--- config.mk ---
export PLATFORM = sky130hd
export DESIGN_NAME = fetch_aligner
export DESIGN_NICKNAME = d
export VERILOG_FILES = /design/src/rtl/fetch_aligner_pkg.sv /design/src/rtl/fetch_aligner_out_reg.sv /design/src/rtl/fetch_aligner.sv
export SDC_FILE = /design/constraint.sdc
export NUM_CORES = 1
export LEC_CHECK = 0
export CORE_MARGIN = 4
export CORE_UTILIZATION = 25
export CTS_BUF_LIST = sky130_fd_sc_hd__clkbuf_4
export DETAILED_ROUTE_END_ITERATION = 16
export GPL_TIMING_DRIVEN = 1
export PLACE_DENSITY = 0.56
export SYNTH_ARGS = -nofsm -noshare
export SYNTH_HDL_FRONTEND = slang
export SYNTH_HIERARCHICAL = 1
export SYNTH_SLANG_ARGS = --single-unit
export TNS_END_PERCENT = 10
--- constraint.sdc ---
create_clock -name clk -period 3.53 [get_ports clk]
set_input_delay 0.5295 -clock clk [delete_from_list [all_inputs] [get_ports clk]]
set_output_delay 0.5295 -clock clk [all_outputs]
set_load 0.01 [all_outputs]
--- src/rtl/fetch_aligner_pkg.sv ---
// Shared types and helpers for the instruction-fetch aligner.
package fetch_aligner_pkg;

    localparam int INSTRUCTION_WIDTH = 32;

    typedef enum logic [1:0] {
        S_WORD,
        S_HALF,
        S_SKIP
    } align_state_t;

    function automatic logic is_rvc(input logic [1:0] opc);
        return opc != 2'b11;
    endfunction

endpackage

--- src/rtl/fetch_aligner_out_reg.sv ---
// Single-entry valid/ready holding register for an aligned instruction and its PC.
module fetch_out_reg
    import fetch_aligner_pkg::*;
(
    input  logic                         clk,
    input  logic                         rst,
    input  logic                         flush,
    input  logic                         load,
    input  logic [INSTRUCTION_WIDTH-1:0] load_data,
    input  logic [31:0]                  load_pc,
    input  logic                         ready,
    output logic                         valid,
    output logic [INSTRUCTION_WIDTH-1:0] data,
    output logic [31:0]                  pc,
    output logic                         slot_free
);

    assign slot_free = !valid || ready;

    always_ff @(posedge clk or posedge rst) begin
        if (rst) begin
            valid <= 1'b0;
            data  <= '0;
            pc    <= '0;
        end else if (flush) begin
            valid <= 1'b0;
        end else if (load) begin
            valid <= 1'b1;
            data  <= load_data;
            pc    <= load_pc;
        end else if (valid && ready) begin
            valid <= 1'b0;
        end
    end

endmodule

--- src/rtl/fetch_aligner.sv ---
// Fetch front end: word reads split into a 16/32-bit instruction stream.
// Optional rvc_count output enabled by defining ALIGN_RVC_COUNT_EN.
//
// state  | meaning
// S_WORD | next word starts on an instruction boundary
// S_HALF | residual holds the upper half of the last word
// S_SKIP | next word's low half lies before pc and is discarded
module fetch_aligner
    import fetch_aligner_pkg::*;
#(
    parameter logic [31:0] RESET_PC = 32'h0000_0000
) (
    input  logic                         clk,
    input  logic                         rst,
`ifdef ALIGN_RVC_COUNT_EN
    output logic [31:0]                  rvc_count,
`endif
    input  logic                         redirect_valid,
    input  logic [31:0]                  redirect_pc,
    output logic                         mem_req_valid,
    output logic [31:0]                  mem_req_addr,
    input  logic                         mem_req_ready,
    input  logic                         mem_rsp_valid,
    input  logic [31:0]                  mem_rsp_data,
    output logic                         instr_valid,
    output logic [INSTRUCTION_WIDTH-1:0] instr_data,
    output logic [31:0]                  instr_pc,
    input  logic                         instr_ready
);

    align_state_t state, nxt_state;
    logic [15:0]  residual, nxt_residual;
    logic         outstanding;
    logic         drop;
    logic         run;
    logic [31:0]  fetch_addr;
    logic [31:0]  pc;
    logic [2:0]   pc_inc;
    logic         slot_free;
    logic         need_word;
    logic         req_fire;
    logic         rsp_use;
    logic         res_emit;
    logic         load;
    logic [INSTRUCTION_WIDTH-1:0] load_data;

    // run holds requests off until the first clock after reset release
    assign need_word     = (state != S_HALF) || !is_rvc(residual[1:0]);
    assign mem_req_valid = run && !outstanding && !redirect_valid && need_word && slot_free;
    assign mem_req_addr  = run ? fetch_addr : '0;
    assign req_fire      = mem_req_valid && mem_req_ready;
    assign rsp_use       = mem_rsp_valid && !redirect_valid && !drop;
    assign res_emit      = run && !redirect_valid && !outstanding && (state == S_HALF)
                           && is_rvc(residual[1:0]) && slot_free;

    always_comb begin
        nxt_state    = state;
        nxt_residual = residual;
        load         = 1'b0;
        load_data    = '0;
        pc_inc       = 3'd0;
        if (rsp_use) begin
            case (state)
                S_WORD: begin
                    load = 1'b1;
                    if (is_rvc(mem_rsp_data[1:0])) begin
                        load_data    = {16'b0, mem_rsp_data[15:0]};
                        pc_inc       = 3'd2;
                        nxt_residual = mem_rsp_data[31:16];
                        nxt_state    = S_HALF;
                    end else begin
                        load_data = mem_rsp_data;
                        pc_inc    = 3'd4;
                    end
                end
                S_SKIP: begin
                    nxt_residual = mem_rsp_data[31:16];
                    nxt_state    = S_HALF;
                end
                S_HALF: begin
                    load         = 1'b1;
                    load_data    = {mem_rsp_data[15:0], residual};
                    pc_inc       = 3'd4;
                    nxt_residual = mem_rsp_data[31:16];
                end
                default: nxt_state = S_WORD;
            endcase
        end else if (res_emit) begin
            load      = 1'b1;
            load_data = {16'b0, residual};
            pc_inc    = 3'd2;
            nxt_state = S_WORD;
        end
    end

    always_ff @(posedge clk or posedge rst) begin
        if (rst) begin
            state       <= RESET_PC[1] ? S_SKIP : S_WORD;
            residual    <= '0;
            outstanding <= 1'b0;
            drop        <= 1'b0;
            run         <= 1'b0;
            fetch_addr  <= {RESET_PC[31:2], 2'b00};
            pc          <= RESET_PC;
        end else begin
            run <= 1'b1;
            if (redirect_valid) begin
                state      <= redirect_pc[1] ? S_SKIP : S_WORD;
                residual   <= '0;
                pc         <= redirect_pc & ~32'd1;
                fetch_addr <= redirect_pc & ~32'd3;
                drop       <= outstanding && !mem_rsp_valid;
                if (mem_rsp_valid)
                    outstanding <= 1'b0;
            end else begin
                if (req_fire) begin
                    outstanding <= 1'b1;
                    fetch_addr  <= fetch_addr + 32'd4;
                end else if (mem_rsp_valid) begin
                    outstanding <= 1'b0;
                    drop        <= 1'b0;
                end
                state    <= nxt_state;
                residual <= nxt_residual;
                pc       <= pc + {29'b0, pc_inc};
            end
        end
    end

    fetch_out_reg u_out (
        .clk       (clk),
        .rst       (rst),
        .flush     (redirect_valid),
        .load      (load),
        .load_data (load_data),
        .load_pc   (pc),
        .ready     (instr_ready),
        .valid     (instr_valid),
        .data      (instr_data),
        .pc        (instr_pc),
        .slot_free (slot_free)
    );

`ifdef ALIGN_RVC_COUNT_EN
    // A pop in a redirect cycle still counts: the consumer took it
    always_ff @(posedge clk or posedge rst) begin
        if (rst)
            rvc_count <= '0;
        else if (instr_valid && instr_ready && is_rvc(instr_data[1:0]))
            rvc_count <= rvc_count + 32'd1;
    end
`endif

endmodule

# [Word-level counts from Yosys, hierarchy flattened]
# Index checks and enable logic that the tools add are counted.
[totals] reg_bits=150 latchBits=0 mem_bits_rw=0 mem_bits_ro=0 output_inout_bits=98 wordCells=91 mem_count=0
[op_classes] n_addsub=2 n_mul=0 n_div=0 magnitude_cmp=0 eq_ne=9 shifts=0 n_mux=34 bitwise=1 n_reduce_logical=35
[ops] op="$mux W32" count=6
[ops] op="$mux W16" count=4
[ops] op="$pmux W32 S2" count=1
[ops] op="$add A32 B3 Y32" count=1
[ops] op="$add A32 B3 Y32 const B" count=1
[ops] op="$pmux W16 S2" count=1
[ops] op="$logic_and A1 B1 Y1" count=14
[ops] op="$mux W1" count=12
[ops] op="$mux W2" count=6
[ops] op="$reduce_bool A3 Y1" count=3
[ops] op="$logic_not A1 Y1" count=6
[ops] op="$mux W3" count=2
[ops] op="$ne A2 B2 Y1 const B" count=3
[ops] op="$ne A3 B3 Y1 const B" count=2
[ops] op="$pmux W2 S3" count=1
[ops] op="$pmux W3 S2" count=1
[ops] op="$reduce_and A3 Y1" count=2
[ops] op="$reduce_bool A2 Y1" count=3
[ops] op="$ne A4 B4 Y1 const B" count=1
[ops] op="$reduce_and A2 Y1" count=2
[ops] op="$reduce_or A2 Y1" count=2
[ops] op="$eq A2 B1 Y1 const B" count=1
[ops] op="$eq A2 B2 Y1 const B" count=1
[ops] op="$logic_not A2 Y1" count=1
[ops] op="other kinds (3)" count=4

# [Logic depth before layout (Yosys ltp)]
[logic_depth] depth_word=10 depth_mapped=15

# [Cells and area by module]
# Netlist, hierarchy kept.
[by_module_without_submodules] mod="fetch_aligner" instances=1 cells_each=553 area_per_inst_um2=5157.4 seq_area_each_um2=2052.0
[by_module_without_submodules] mod="fetch_out_reg" instances=1 cells_each=141 area_per_inst_um2=2745.1 seq_area_each_um2=1626.6

# [Worst setup path before layout]
# No wires, ideal clock.
[synth_timing] path_type="input to register" start="input port redirect_valid" end="register pc[23] (netlist name)" setup_ps=125 t_arrival_ps=3200 slack_ps=206 stages=14 n_path_buf=2 path_cell_list="buf_6 -> inv_2 -> nand2b_1 -> nor3b_2 -> buf_2 -> nand2_1 -> nand2_1 -> ha_1 -> inv_1 -> fa_1 -> nor4_4 -> nand4_1 -> xnor2_1 -> mux2_2"
[synth_lines] item="from (decl)" line="fetch_aligner.sv:18" source="input logic redirect_valid,"

==> results.tsv <==
metric	value	unit
input/output buffers	164	
final worst path period share	0.884	
Hold Path Class	primary input to flop	
largest family of logic cells by synthesized area	simple AND/OR/NAND/NOR gates	
area of the mapped netlist	7900	um^2
initial antenna violation count	0	
Clk pwr share	0.252	
num ports	168	
post-route DRC violation count	0	
most frequent cell after synthesis	dfrtp_1	
internal power	0.00315	W
Setup Fix Bufs, Post-CTS	0	
Layout Skew	0.0331	ns
antenna viol nets, final	0	
clk slew on worst S/H paths	0.14	ns
CTS tree	done	
VDD IR max	280	uV
Starting Density	0.256	
Placement Cell Area	10000	um^2
GRT Overall Usage	0.134	
first-pass GRT wire length	35800	um
vias in the first global route	6095	
CP Data Required Time	3.97	ns
die width	186	um
Clock Path Buffers	2	
Post-synth EDFFs	0	
CP delay by family, top	adder cells	
status	complete, no violations	
met1 Use GR	0.189	
Critical-path top delay cell	fa_1	
pre-CTS setup slack	0.0587	ns
GR peak layer	met2	
die area	34500	um^2
post_cts resized	0	
Core Box Area	30900	um^2
Iter 0 DRT Violations	337	
Synth Area in Adders	0.0136	
ys flop type	dfrtp_1	
Final min period	3.12	ns
maxcap violations	0	
ANT cells	0	
H-tree depth	4	
Leakage	4.25	nW
CP cell instances	inv_1, ha_1, a21boi_2, nand3_1, nand2_1, ha_1, inv_1, fa_1, nor4_4, buf_4, nand4_1, xnor2_1, mux2_2	
WL/cell	18.0	um
Compound-Gate Fraction of Synth Area	0.0904	
final hold violation count	0	
synth top area cells	dfrtp_1, mux2_4, mux2_2	
post-synthesis cell type with the largest combined area	dfrtp_1	
warning count from the yosys run	6	
arrival time at the worst endpoint	3.56	ns
Synth Area in XOR/XNOR	0.0543	
final WL	23100	um
Distinct cells, synth	59	
flop2flop setup slack	0.41	ns
met3 Usage GRT	0.0279	
Synth Register Bits	147	
Switching Share	0.317	
final setup fails	0	
Vert. Die Dim	186	um
Yosys top cell area share	0.465	
multi-input logic area	3870	um^2
crit path launch type	flop	
row cnt	64	
Tightest Pin Transition	0.898	ns
share of cells above drive strength 1	0.193	
total gr overflow	0	
Comb pwr share	0.284	
asr flop ratio synth	1.00	
mux cell area share after synthesis	0.152	
Worst-Skew Late Latency	0.57	ns
RSZ-0062 raised after global routing	false	
drt first pass iters	6	
synth cell count leaders	dfrtp_1, nand2_1, mux2_4	
CP peak stage delay	0.48	ns
Worst Path Buf+Inv	3	
area taken by flip-flops and latches	3680	um^2
post-synthesis sequential area ratio	0.465	
Slew Viols, Final	0	
fmax	0.321	GHz
CTS root buf	clkbuf_4	
Hold Buf Count CTS	0	
Flop pwr share	0.463	
vias	5877	
Post-Synth Simple-Gate Area	0.178	
vias per cell	4.60	
Final WS setup	0.410	ns
Power Dens Cells	448	nW/um^2
Final TNS setup	0	ns
HPWL after DPL	16700	um
Worst Path Class, Setup	flop to flop	
fin nets	947	
final instance area	10300	um^2
met2 Usage GRT	0.210	
area grow syn2layout	30.3	%
largest net degree at the start of global routing	51	
Mapped Cells	694	
CTS Buf Count	17	
fillers	3102	
syn_area_per_cell	11.4	um^2
Sw Pwr	0.00146	W
CTS Sinks	147	
Setup crit end kind	flop	
Final GP Congestion	0.818	
Worst slew margin	0.401	
critical path peak fanout	5	
==> metrics by stage <==
step | total power, W | instances | hold WS [ns] | utilization
after floorplan | 0.00282 | 696 | 0.470 | -
after global placement | 0.00350 | 1246 | 0.485 | 0.323
after detailed placement | 0.00351 | 1246 | 0.496 | 0.323
after CTS | 0.00470 | 1278 | 0.406 | 0.333
after global routing | 0.00488 | 1278 | 0.435 | 0.333
final | 0.00462 | 1278 | 0.462 | 0.333
==> final timing paths <==
check                                     from       endpoint  cells after the start
worst min register to register    u_out/pc[18]   u_out/pc[18]                      1
worst min-delay path            redirect_valid    u_out/valid                      3
max in group asynchronous                  rst  u_out/data[6]                      3
worst max register to register        state[1]         pc[23]                     13
min in group asynchronous                  rst         pc[31]                      2
worst max-delay path                  state[1]         pc[23]                     13
==> metal layers <==
metal  share of wire  wire length (um)  vias to the layer above
li1                -                 -                     2803
met1            0.48             11000                     2878
met2            0.45             10400                      179
met3           0.060              1380                       17
met4           0.015               335                        0
met5               0                 0                        -
==> power groups by stage <==
stage                     combinational, W  sequential [W]  clock [W]
after detailed placement           0.00133         0.00218          0
final                              0.00131         0.00214    0.00117
after global routing               0.00142         0.00218    0.00129
after global placement             0.00132         0.00217          0
after floorplan                   0.000611         0.00221          0
after CTS                          0.00134         0.00214    0.00122
==> cell usage in the layout (no fill, tap or decap), types with 17 or more instances in the layout <==
cell type          n
clkbuf_4          17
a21oi_1           26
a22o_1            17
xor2_1            26
nand2_1           64
nor2_1            31
mux2_4            60
xnor2_1           23
buf_4             25
o21ai_0           20
nand3_1           20
nand4_1           23
and2_1            34
mux2_2            23
dfrtp_1          147
clkdlybuf4s50_1  163
==> layout make-up <==
cell class | instances | area share
Multi-Input combinational cell | 493 | 0.376
Sequential cell | 147 | 0.357
Timing Repair Buffer | 192 | 0.183
Tap cell | 396 | 0.0481
Clock inverter | 15 | 0.0165
Clock buffer | 17 | 0.0124
Inverter | 18 | 0.00668
==> worst register-to-register path: stages, from the launching register on <==
cell and delay [ns]:
dfrtp_1 0.43, inv_1 0.10, ha_1 0.21, a21boi_2 0.31, nand3_1 0.14, nand2_1 0.09
ha_1 0.18, inv_1 0.06, fa_1 0.48, nor4_4 0.31, buf_4 0.19, nand4_1 0.11
xnor2_1 0.16, mux2_2 0.26
==> flip-flops by register name (all words and copies together), names as in the netlist <==
signal       flops
u_out/valid      1
drop             1
pc              31
fetch_addr      30
run              1
state            2
u_out/data      32
u_out/pc        32
residual        16
outstanding      1
==> cells by family after synthesis <==
group	after synthesis
simple gates	238
fa+ha+maj	8
flops	147
mux	87
buf+inv	56
xor+xnor	49
compound gates	107
other cells	2
(Power assumes the default switching activity.)
